**src/rtl/timer_slave_if.sv**
```systemverilog
// timer_slave_if: bus signals between the interconnect and the machine timer
interface timer_slave_if;
    logic [31:0] s_addr;
    logic [31:0] s_wdata;
    logic [3:0]  s_wstrb;
    logic        s_write;
    logic        s_enable;
    logic [31:0] s_rdata;
    logic        s_ready;
    modport master (output s_addr, s_wdata, s_wstrb, s_write, s_enable, input s_rdata, s_ready);
    modport slave  (input s_addr, s_wdata, s_wstrb, s_write, s_enable, output s_rdata, s_ready);
endinterface

```
**src/rtl/timer_slave.sv**
```systemverilog
// timer_slave: 64-bit mtime/mtimecmp machine timer with prescaler, one-wait-state bus slave; TIMER_SNAPSHOT_EN adds a tear-free MTIME_HI shadow
module timer_slave #(
    parameter logic [7:0] PRESCALE_RESET = 8'd0,
    parameter logic       EN_RESET       = 1'b1
) (
    input  logic            clk,
    input  logic            rst_n,
    timer_slave_if.slave    bus,
    output logic            timer_irq
);
    typedef enum logic {IDLE, RESP} state_t;
    state_t      state, state_nx;
    logic        acc, rd, tick, en;
    logic [2:0]  idx;
    logic [7:0]  wr_sel, pcnt, prescale;
    logic [63:0] mtime, mtimecmp, mtime_inc;
    logic [31:0] rd_val, rdata_q, mtime_hi_rd;
    logic        unused_addr;

    function automatic logic [31:0] merge(input logic [31:0] old, input logic [31:0] wd, input logic [3:0] st);
        logic [31:0] r;
        for (int i = 0; i < 4; i++) r[8*i +: 8] = st[i] ? wd[8*i +: 8] : old[8*i +: 8];
        return r;
    endfunction

    assign unused_addr = ^{bus.s_addr[31:5], bus.s_addr[1:0]};
    assign idx         = bus.s_addr[4:2];
    assign wr_sel      = (acc && bus.s_write) ? (8'd1 << idx) : 8'd0;
    assign rd          = acc && !bus.s_write;
    assign tick        = en && (pcnt == prescale);
    assign mtime_inc   = mtime + {63'd0, tick};
    assign bus.s_ready = (state == RESP);
    assign bus.s_rdata = rdata_q;

    // handshake state register
    always_ff @(posedge clk or negedge rst_n)
        if (!rst_n) state <= IDLE;
        else        state <= state_nx;

    // accept a request only in IDLE; RESP always falls back to IDLE
    always_comb begin
        acc      = (state == IDLE) && bus.s_enable;
        state_nx = acc ? RESP : IDLE;
    end

    // prescaler and mtime; bus-written bytes override the incremented value
    always_ff @(posedge clk or negedge rst_n)
        if (!rst_n) begin
            pcnt  <= '0;
            mtime <= '0;
        end else begin
            pcnt  <= wr_sel[4] ? 8'd0 : (!en ? pcnt : (tick ? 8'd0 : pcnt + 8'd1));
            mtime <= {wr_sel[1] ? merge(mtime_inc[63:32], bus.s_wdata, bus.s_wstrb) : mtime_inc[63:32],
                      wr_sel[0] ? merge(mtime_inc[31:0],  bus.s_wdata, bus.s_wstrb) : mtime_inc[31:0]};
        end

    // compare and control registers
    always_ff @(posedge clk or negedge rst_n)
        if (!rst_n) begin
            mtimecmp <= '1;
            en       <= EN_RESET;
            prescale <= PRESCALE_RESET;
        end else begin
            if (wr_sel[2]) mtimecmp[31:0]  <= merge(mtimecmp[31:0],  bus.s_wdata, bus.s_wstrb);
            if (wr_sel[3]) mtimecmp[63:32] <= merge(mtimecmp[63:32], bus.s_wdata, bus.s_wstrb);
            if (wr_sel[4] && bus.s_wstrb[0]) en       <= bus.s_wdata[0];
            if (wr_sel[4] && bus.s_wstrb[1]) prescale <= bus.s_wdata[15:8];
        end

    // registered interrupt, independent of en
    always_ff @(posedge clk or negedge rst_n)
        if (!rst_n) timer_irq <= 1'b0;
        else        timer_irq <= (mtime >= mtimecmp);

`ifdef TIMER_SNAPSHOT_EN
    logic [31:0] shadow;
    // latch the upper half whenever the lower half is read
    always_ff @(posedge clk or negedge rst_n)
        if (!rst_n)                   shadow <= '0;
        else if (rd && idx == 3'd0)   shadow <= mtime[63:32];
    assign mtime_hi_rd = shadow;
`else
    assign mtime_hi_rd = mtime[63:32];
`endif

    // read mux over the pre-edge register state
    always_comb begin
        rd_val = '0;
        case (idx)
            3'd0:    rd_val = mtime[31:0];
            3'd1:    rd_val = mtime_hi_rd;
            3'd2:    rd_val = mtimecmp[31:0];
            3'd3:    rd_val = mtimecmp[63:32];
            3'd4:    rd_val = {16'd0, prescale, 7'd0, en};
            3'd5:    rd_val = {31'd0, timer_irq};
            default: rd_val = '0;
        endcase
    end

    // read data is held for the RESP cycle only and is zero otherwise
    always_ff @(posedge clk or negedge rst_n)
        if (!rst_n) rdata_q <= '0;
        else        rdata_q <= rd ? rd_val : 32'd0;
endmodule
```
**src/flat_wrapper.sv**
```systemverilog
// flat-port wrapper written by rule: the top's interface ports become plain ports
module timer_slave_flat 
#(
    parameter logic [7:0] PRESCALE_RESET = 8'd0,
    parameter logic       EN_RESET       = 1'b1
)
  (clk, rst_n, timer_irq, bus_s_addr, bus_s_wdata, bus_s_wstrb, bus_s_write, bus_s_enable, bus_s_rdata, bus_s_ready);
  timer_slave_if bus_i ();
  input  logic clk;
  input  logic rst_n;
  output logic timer_irq;
  input wire logic [$bits(bus_i.s_addr)-1:0] bus_s_addr;
  input wire logic [$bits(bus_i.s_wdata)-1:0] bus_s_wdata;
  input wire logic [$bits(bus_i.s_wstrb)-1:0] bus_s_wstrb;
  input wire logic [$bits(bus_i.s_write)-1:0] bus_s_write;
  input wire logic [$bits(bus_i.s_enable)-1:0] bus_s_enable;
  output wire logic [$bits(bus_i.s_rdata)-1:0] bus_s_rdata;
  output wire logic [$bits(bus_i.s_ready)-1:0] bus_s_ready;
  assign bus_i.s_addr = bus_s_addr;
  assign bus_i.s_wdata = bus_s_wdata;
  assign bus_i.s_wstrb = bus_s_wstrb;
  assign bus_i.s_write = bus_s_write;
  assign bus_i.s_enable = bus_s_enable;
  assign bus_s_rdata = bus_i.s_rdata;
  assign bus_s_ready = bus_i.s_ready;
  timer_slave #(.PRESCALE_RESET(PRESCALE_RESET), .EN_RESET(EN_RESET)) u_core (.clk(clk), .rst_n(rst_n), .bus(bus_i), .timer_irq(timer_irq));
endmodule
```
**config.mk**
```make
export PLATFORM = sky130hd
export DESIGN_NAME = timer_slave_flat
export DESIGN_NICKNAME = d
export VERILOG_FILES = /design/src/rtl/timer_slave_if.sv /design/src/rtl/timer_slave.sv /design/src/flat_wrapper.sv
export SDC_FILE = /design/constraint.sdc
export NUM_CORES = 1
export LEC_CHECK = 0
export CAP_MARGIN = 20
export CORE_MARGIN = 4
export CORE_UTILIZATION = 54
export DETAILED_ROUTE_END_ITERATION = 12
export GPL_TIMING_DRIVEN = 0
export HOLD_SLACK_MARGIN = 0.12
export MAX_ROUTING_LAYER = met4
export PLACE_DENSITY = 0.88
export SYNTH_ARGS = -nofsm -noshare
export SYNTH_HDL_FRONTEND = slang
export SYNTH_SLANG_ARGS = --single-unit
export TNS_END_PERCENT = 1
```
**constraint.sdc**
```tcl
create_clock -name clk -period 4 [get_ports clk]
set_clock_uncertainty 0.05 [all_clocks]
set_input_delay 0.4 -clock clk [delete_from_list [all_inputs] [get_ports clk]]
set_output_delay 0.4 -clock clk [all_outputs]
set_load 0.02 [all_outputs]
```
# Word-level counts from Yosys, hierarchy flattened
# Index checks and enable logic that the tools add are counted.
# word_totals
in_bits	72
out_inout_bits	34
reg_bits	179
elab_cells	60
# op_classes
n_reduce_logical	17
n_bitwise	1
n_eq_ne	6
n_lt_le_gt_ge	1
mux	17
shift	1
addsub	2
# ops
op	n
one-hot mux 32 bit (6 select lines)	1
two-way mux 32 bit	3
two-way mux 8 bit	11
adder 64 x 1 -> 64 bit	1
>= comparator 64 bit	1
AND reduction 2 bit	8
adder 8 x 1 -> 8 bit, second input constant	1
equality test 8 bit	1
equality test 3 x 2 -> 1 bit, second input constant	2
equality test 3 bit, second input constant	2
logical AND 1 bit	6
two-way mux 5 bit	1
<< shifter 1 x 3 -> 5 bit, first input constant	1
equality test 3 x 1 -> 1 bit, second input constant	1
zero test 3 bit	1
nonzero test 2 bit	1
zero test 1 bit	1
two-way mux 1 bit	1
NOT 1 bit	1

# Logic depth before layout (Yosys ltp)
# depth
word_depth	5
ltp_mapped	15
depth_no_buf	12

# Worst setup path after synthesis
# Ideal clock, no wire load.
# synth_timing
path_kind	flip-flop to flip-flop
from	register u_core.pcnt[6]
to	register u_core.mtime[40]
t_arrival_ns	2.721
path_buffers	1
stages_incl_launch_ff	14
path_slack_ns	1.095
t_required_ns	3.817
setup_time_ns	0.133
path_cell_list	dfrtp_1 -> xor2_1 -> nor4_1 -> nand4_1 -> inv_1 -> ha_1 -> ha_1 -> and3_1 -> clkbuf_1 -> nand2_1 -> nor4_4 -> nand4_1 -> xor2_1 -> a21oi_2
# synth_via
elab_chain_cells	5
# synth_lines
item	line	source
from (decl)	timer_slave.sv:15	logic [7:0] wr_sel, pcnt, prescale;
from (signal assigned)	timer_slave.sv:52	pcnt <= wr_sel[4] ? 8'd0 : (!en ? pcnt : (tick ? 8'd0 : pcnt + 8'd1));
equality test 8 bit (*)	timer_slave.sv:30	assign tick = en && (pcnt == prescale);
logical AND 1 bit (*)	timer_slave.sv:30	
adder 64 x 1 -> 64 bit (*)	timer_slave.sv:31	assign mtime_inc = mtime + {63'd0, tick};
two-way mux 8 bit	timer_slave.sv:22	for (int i = 0; i < 4; i++) r[8*i +: 8] = st[i] ? wd[8*i +: 8] : old[8*i +: 8];
two-way mux 32 bit (*)	timer_slave.sv:53	mtime <= {wr_sel[1] ? merge(mtime_inc[63:32], bus.s_wdata, bus.s_wstrb) : mtime_inc[63:32],
to (signal assigned)	timer_slave.sv:53	
to (decl)	timer_slave.sv:16	logic [63:0] mtime, mtimecmp, mtime_inc;
# Mark *: on every way between the ends. The rest lies on a longest branch, timed or not.
# A chain may end at the register's enable or synchronous reset.

# Worst setup path after layout
# layout_timing
from	register u_core.pcnt[6]
to	register u_core.mtime[46]
# Same word-level chain as after synthesis.

==> key figures <==
Placement
  – Final HPWL DP: 19,680 um
  – Weighted congestion reported at the end of routability-driven placement: 0.9780
  – I/O Buffers: 72
  – Pre-CTS setup slack: 341.5 ps
  – Total placed instance area: 11,220 um2

Setup path
  – Cell count of the worst reg-to-reg path: 13
  – Worst flop-to-flop path startpoint: u_core.pcnt[6]
  – Category of the worst setup path launch point: flip-flop
  – Arrival time reported for the critical path endpoint: 3850 ps
  – Kind of end point of the critical path: flip-flop
  – Worst-path fanout max: 9
  – Data required time of the worst path: 4260 ps
  – Internal reg-to-reg setup slack: 410 ps
  – Critical path start-end classification: flip-flop to flip-flop
  – FF-to-FF End: u_core.mtime[46]

Timing
  – Unrepaired setup endpoints after global routing: no
  – Setup tns final: 0 ps
  – Portion of the clock cycle consumed by the worst path in the final layout: 0.8982
  – Final hold slack: 447.7 ps
  – Final count of hold timing violations: 0
  – Final Max Tran Viols: 0
  – Min setup slack post-route: 407.0 ps
  – Count of final setup violators: 0
  – Final critical delay including setup and external delays: 3593 ps
  – Remaining max-slew budget at the tightest pin: 0.2644
  – Highest clock rate: 0.2783 GHz
  – Worst-Margin Slew: 1095 ps

CTS
  – Clk Tree Root Cell: sky130_fd_sc_hd__clkbuf_16
  – Maximum count of clock buffers along a single path: 2
  – Later-pin clock latency in the skew report: 450 ps
  – Number of clock buffers inserted by TritonCTS: 17
  – CTS sink count: 179
  – TritonCTS clock tree: built
  – Clock slew seen by the registers of the worst setup and hold paths: 60 ps
  – # H-tree levels: 4

Pwr
  – Peak supply drop: 0.0003661 V
  – Cell leakage power: 4.793 nW
  – Power density of the placed cells: 475.4 nW/um2

Hold path
  – Hold Path Class: primary input to async pin

Yosys
  – Number of synthesized flops with an enable pin: 0
  – Proportion of synthesized flip-flops having asynchronous set or reset: 1.000
  – Syn. warnings: 0
  – Count of mapped cells out of synthesis: 1,020
  – Sequential fraction of the synthesis area: 0.4484
  – Post-synthesis cell type count: 54
  – Synth Cell Area: 10,170 um2
  – Main synth FF type: sky130_fd_sc_hd__dfrtp_1
  – Mean Syn Cell Area: 9.972 um2
  – Flip-flop and latch count after synthesis: 179
  – Syn nets: 1,159

GRT
  – Via count of the first global-routing pass: 8,644
  – Aggregate global-route resource usage: 0.2749
  – Initial antenna violation count: 0
  – Maximum number of pins on one net before global-route repair: 105
  – Wire length of the first global-routing pass: 45,710 um
  – Remaining global-route overflow: 0

Cells and area
  – Post-route cell area: 11,820 um2
  – Antenna cell count: 0
  – Fraction of layout cells with a size suffix above 1: 0.1588
  – Sequential cell area: 4561 um2
  – Top library cells by usage in the layout, fill and taps aside: 114 x sky130_fd_sc_hd__dfrtp_1, 100 x sky130_fd_sc_hd__a21oi_1, 90 x sky130_fd_sc_hd__nor2_1, 72 x sky130_fd_sc_hd__inv_1, 71 x sky130_fd_sc_hd__clkdlybuf4s50_1
  – Area of the multi-input gates: 5181 um2
  – Syn-to-layout area delta: 16.25%
  – Final nets: 1,253
  – Commonest non-fill, non-tap cell in the layout: sky130_fd_sc_hd__dfrtp_1
  – Fillers: 1,358

Floorplan
  – X dimension of the die: 145.2 um
  – Height of the die: 145.2 um
  – Number of placed I/O pins: 106
  – Initial core utilization: 0.5567
  – Floorplan row count: 49
  – Die outline area: 21,090 um2
  – Floorplan Core Area: 18,270 um2

Run status
  – Result of the run: completed

Detailed routing
  – Initial DRT Pass Iterations: 7
  – Number of vias in the routed layout: 8,581
  – Final wirelength: 28,120 um
  – Number of vias per cell after detailed routing: 6.328
  – Drt initial violations: 1,181
  – Count of nets left with antenna violations after detail routing: 0
  – Number of remaining DRC errors: 0
  – Detailed-route wire length per cell: 20.74 um

Job
  – Total of max-cap violations: 0
-- cell families after synthesis --
family / Yosys count / synth area share
AOI/OAI and AO/OA: 206 / 0.1234
xor gates and xnor gates: 75 / 0.06458
adders and majority gates: 67 / 0.08242
buffers and inverters: 111 / 0.04269
DFF: 179 / 0.4484
muxes: 85 / 0.09288
and+or+nand+nor: 297 / 0.1457
-- worst max-delay path by stage --
stage,end,slack [ps],startpoint
after detailed placement,u_core.mtime[28],340,u_core.pcnt[2]
after CTS,u_core.mtime[54],270,u_core.pcnt[6]
final,u_core.mtime[46],410,u_core.pcnt[6]
after floorplan,u_core.mtime[40],1100,u_core.pcnt[6]
after global routing,u_core.mtime[32],130,u_core.pcnt[6]
after global placement,u_core.bus.s_rdata[26],-4740,rst_n
-- registers in the layout (all words and copies together), names as in the netlist --
name / cells
u_core.mtime: 64
u_core.pcnt: 8
u_core.prescale: 8
u_core.en: 1
u_core.bus.s_ready: 1
u_core.bus.s_rdata: 32
u_core.mtimecmp: 64
u_core.timer_irq: 1
-- power breakdown --
group / internal, W / switching [W]
Combinational: 0.000630 / 0.000753
Sequential: 0.00217 / 0.000360
Clock: 0.000985 / 0.000718
Total: 0.00379 / 0.00183
-- cell type report --
type,instances,area share
buffer,38,0.01365
clock buffer,24,0.04159
clock inverter,8,0.008466
inverter,73,0.02317
multi-input combinational,730,0.4382
sequential,179,0.3857
tap,229,0.02423
timing repair buffer,75,0.06497
-- synthesized netlist by cell type (4+ instances only) --
| cell | instances | area share |
|---|---|---|
| sky130_fd_sc_hd__dfrtp_1 | 114 | 0.28 |
| sky130_fd_sc_hd__a21oi_1 | 100 | 0.049 |
| sky130_fd_sc_hd__nor2_1 | 90 | 0.033 |
| sky130_fd_sc_hd__inv_1 | 72 | 0.027 |
| sky130_fd_sc_hd__nand2_1 | 70 | 0.026 |
| sky130_fd_sc_hd__ha_1 | 67 | 0.082 |
| sky130_fd_sc_hd__dfstp_2 | 65 | 0.17 |
| sky130_fd_sc_hd__mux2_2 | 62 | 0.069 |
| sky130_fd_sc_hd__xor2_1 | 58 | 0.050 |
| sky130_fd_sc_hd__a22oi_1 | 47 | 0.035 |
| sky130_fd_sc_hd__nand3_1 | 37 | 0.018 |
| sky130_fd_sc_hd__nand4_1 | 33 | 0.020 |
| sky130_fd_sc_hd__clkbuf_1 | 26 | 0.0096 |
| sky130_fd_sc_hd__xnor2_1 | 17 | 0.015 |
| sky130_fd_sc_hd__and3_1 | 16 | 0.0098 |
| sky130_fd_sc_hd__o21ai_0 | 16 | 0.0079 |
| sky130_fd_sc_hd__mux2_1 | 13 | 0.014 |
| sky130_fd_sc_hd__mux2i_1 | 10 | 0.0098 |
| sky130_fd_sc_hd__o21ai_1 | 10 | 0.0049 |
| sky130_fd_sc_hd__nor3_1 | 9 | 0.0044 |
| sky130_fd_sc_hd__nor4_1 | 9 | 0.0055 |
| sky130_fd_sc_hd__a21o_1 | 7 | 0.0052 |
| sky130_fd_sc_hd__buf_2 | 7 | 0.0034 |
| sky130_fd_sc_hd__and2_1 | 6 | 0.0037 |
| sky130_fd_sc_hd__nand2b_1 | 6 | 0.0037 |
| sky130_fd_sc_hd__a221oi_1 | 5 | 0.0043 |
| sky130_fd_sc_hd__and4_1 | 5 | 0.0043 |
| sky130_fd_sc_hd__a222oi_1 | 4 | 0.0039 |
-- timing repair --
item	in CTS	in global routing
hold buffers	1	0
setup buffers	0	0
hold endpoints to repair	50	0
resized for setup	0	3
setup endpoints to repair	0	9
-- critical path, cell delays in order (launching register included) --
cell                       delay [ps]
sky130_fd_sc_hd__dfrtp_1          440
sky130_fd_sc_hd__xor2_1           180
sky130_fd_sc_hd__nor4_1           300
sky130_fd_sc_hd__nand4_1          210
sky130_fd_sc_hd__inv_1            170
sky130_fd_sc_hd__ha_1             230
sky130_fd_sc_hd__ha_1             230
sky130_fd_sc_hd__and3_1           170
sky130_fd_sc_hd__clkbuf_2         180
sky130_fd_sc_hd__nand2_1          170
sky130_fd_sc_hd__nor4_4           650
sky130_fd_sc_hd__nand3_1          200
sky130_fd_sc_hd__xor2_1           180
sky130_fd_sc_hd__a21oi_1           80
-- metal layers --
metal	wire length [um]	GRT usage	up-vias
met3	2524	0.04833	90
met1	11420	0.3625	4147
met2	13180	0.4202	529
met5	0	-	-
li1	-	-	3815
met4	1002	0.1201	0
-- per-stage QoR --
| step | std cells | power, W | utilization |
|---|---|---|---|
| after CTS | 1356 | 0.005571 | 0.6468 |
| after floorplan | 1020 | 0.003376 | - |
| after detailed placement | 1323 | 0.003866 | 0.6139 |
| after global placement | 1321 | 0.003771 | 0.6118 |
| final | 1356 | 0.005621 | 0.6472 |
| after global routing | 1356 | 0.005884 | 0.6472 |
(Power assumes the default switching activity.)
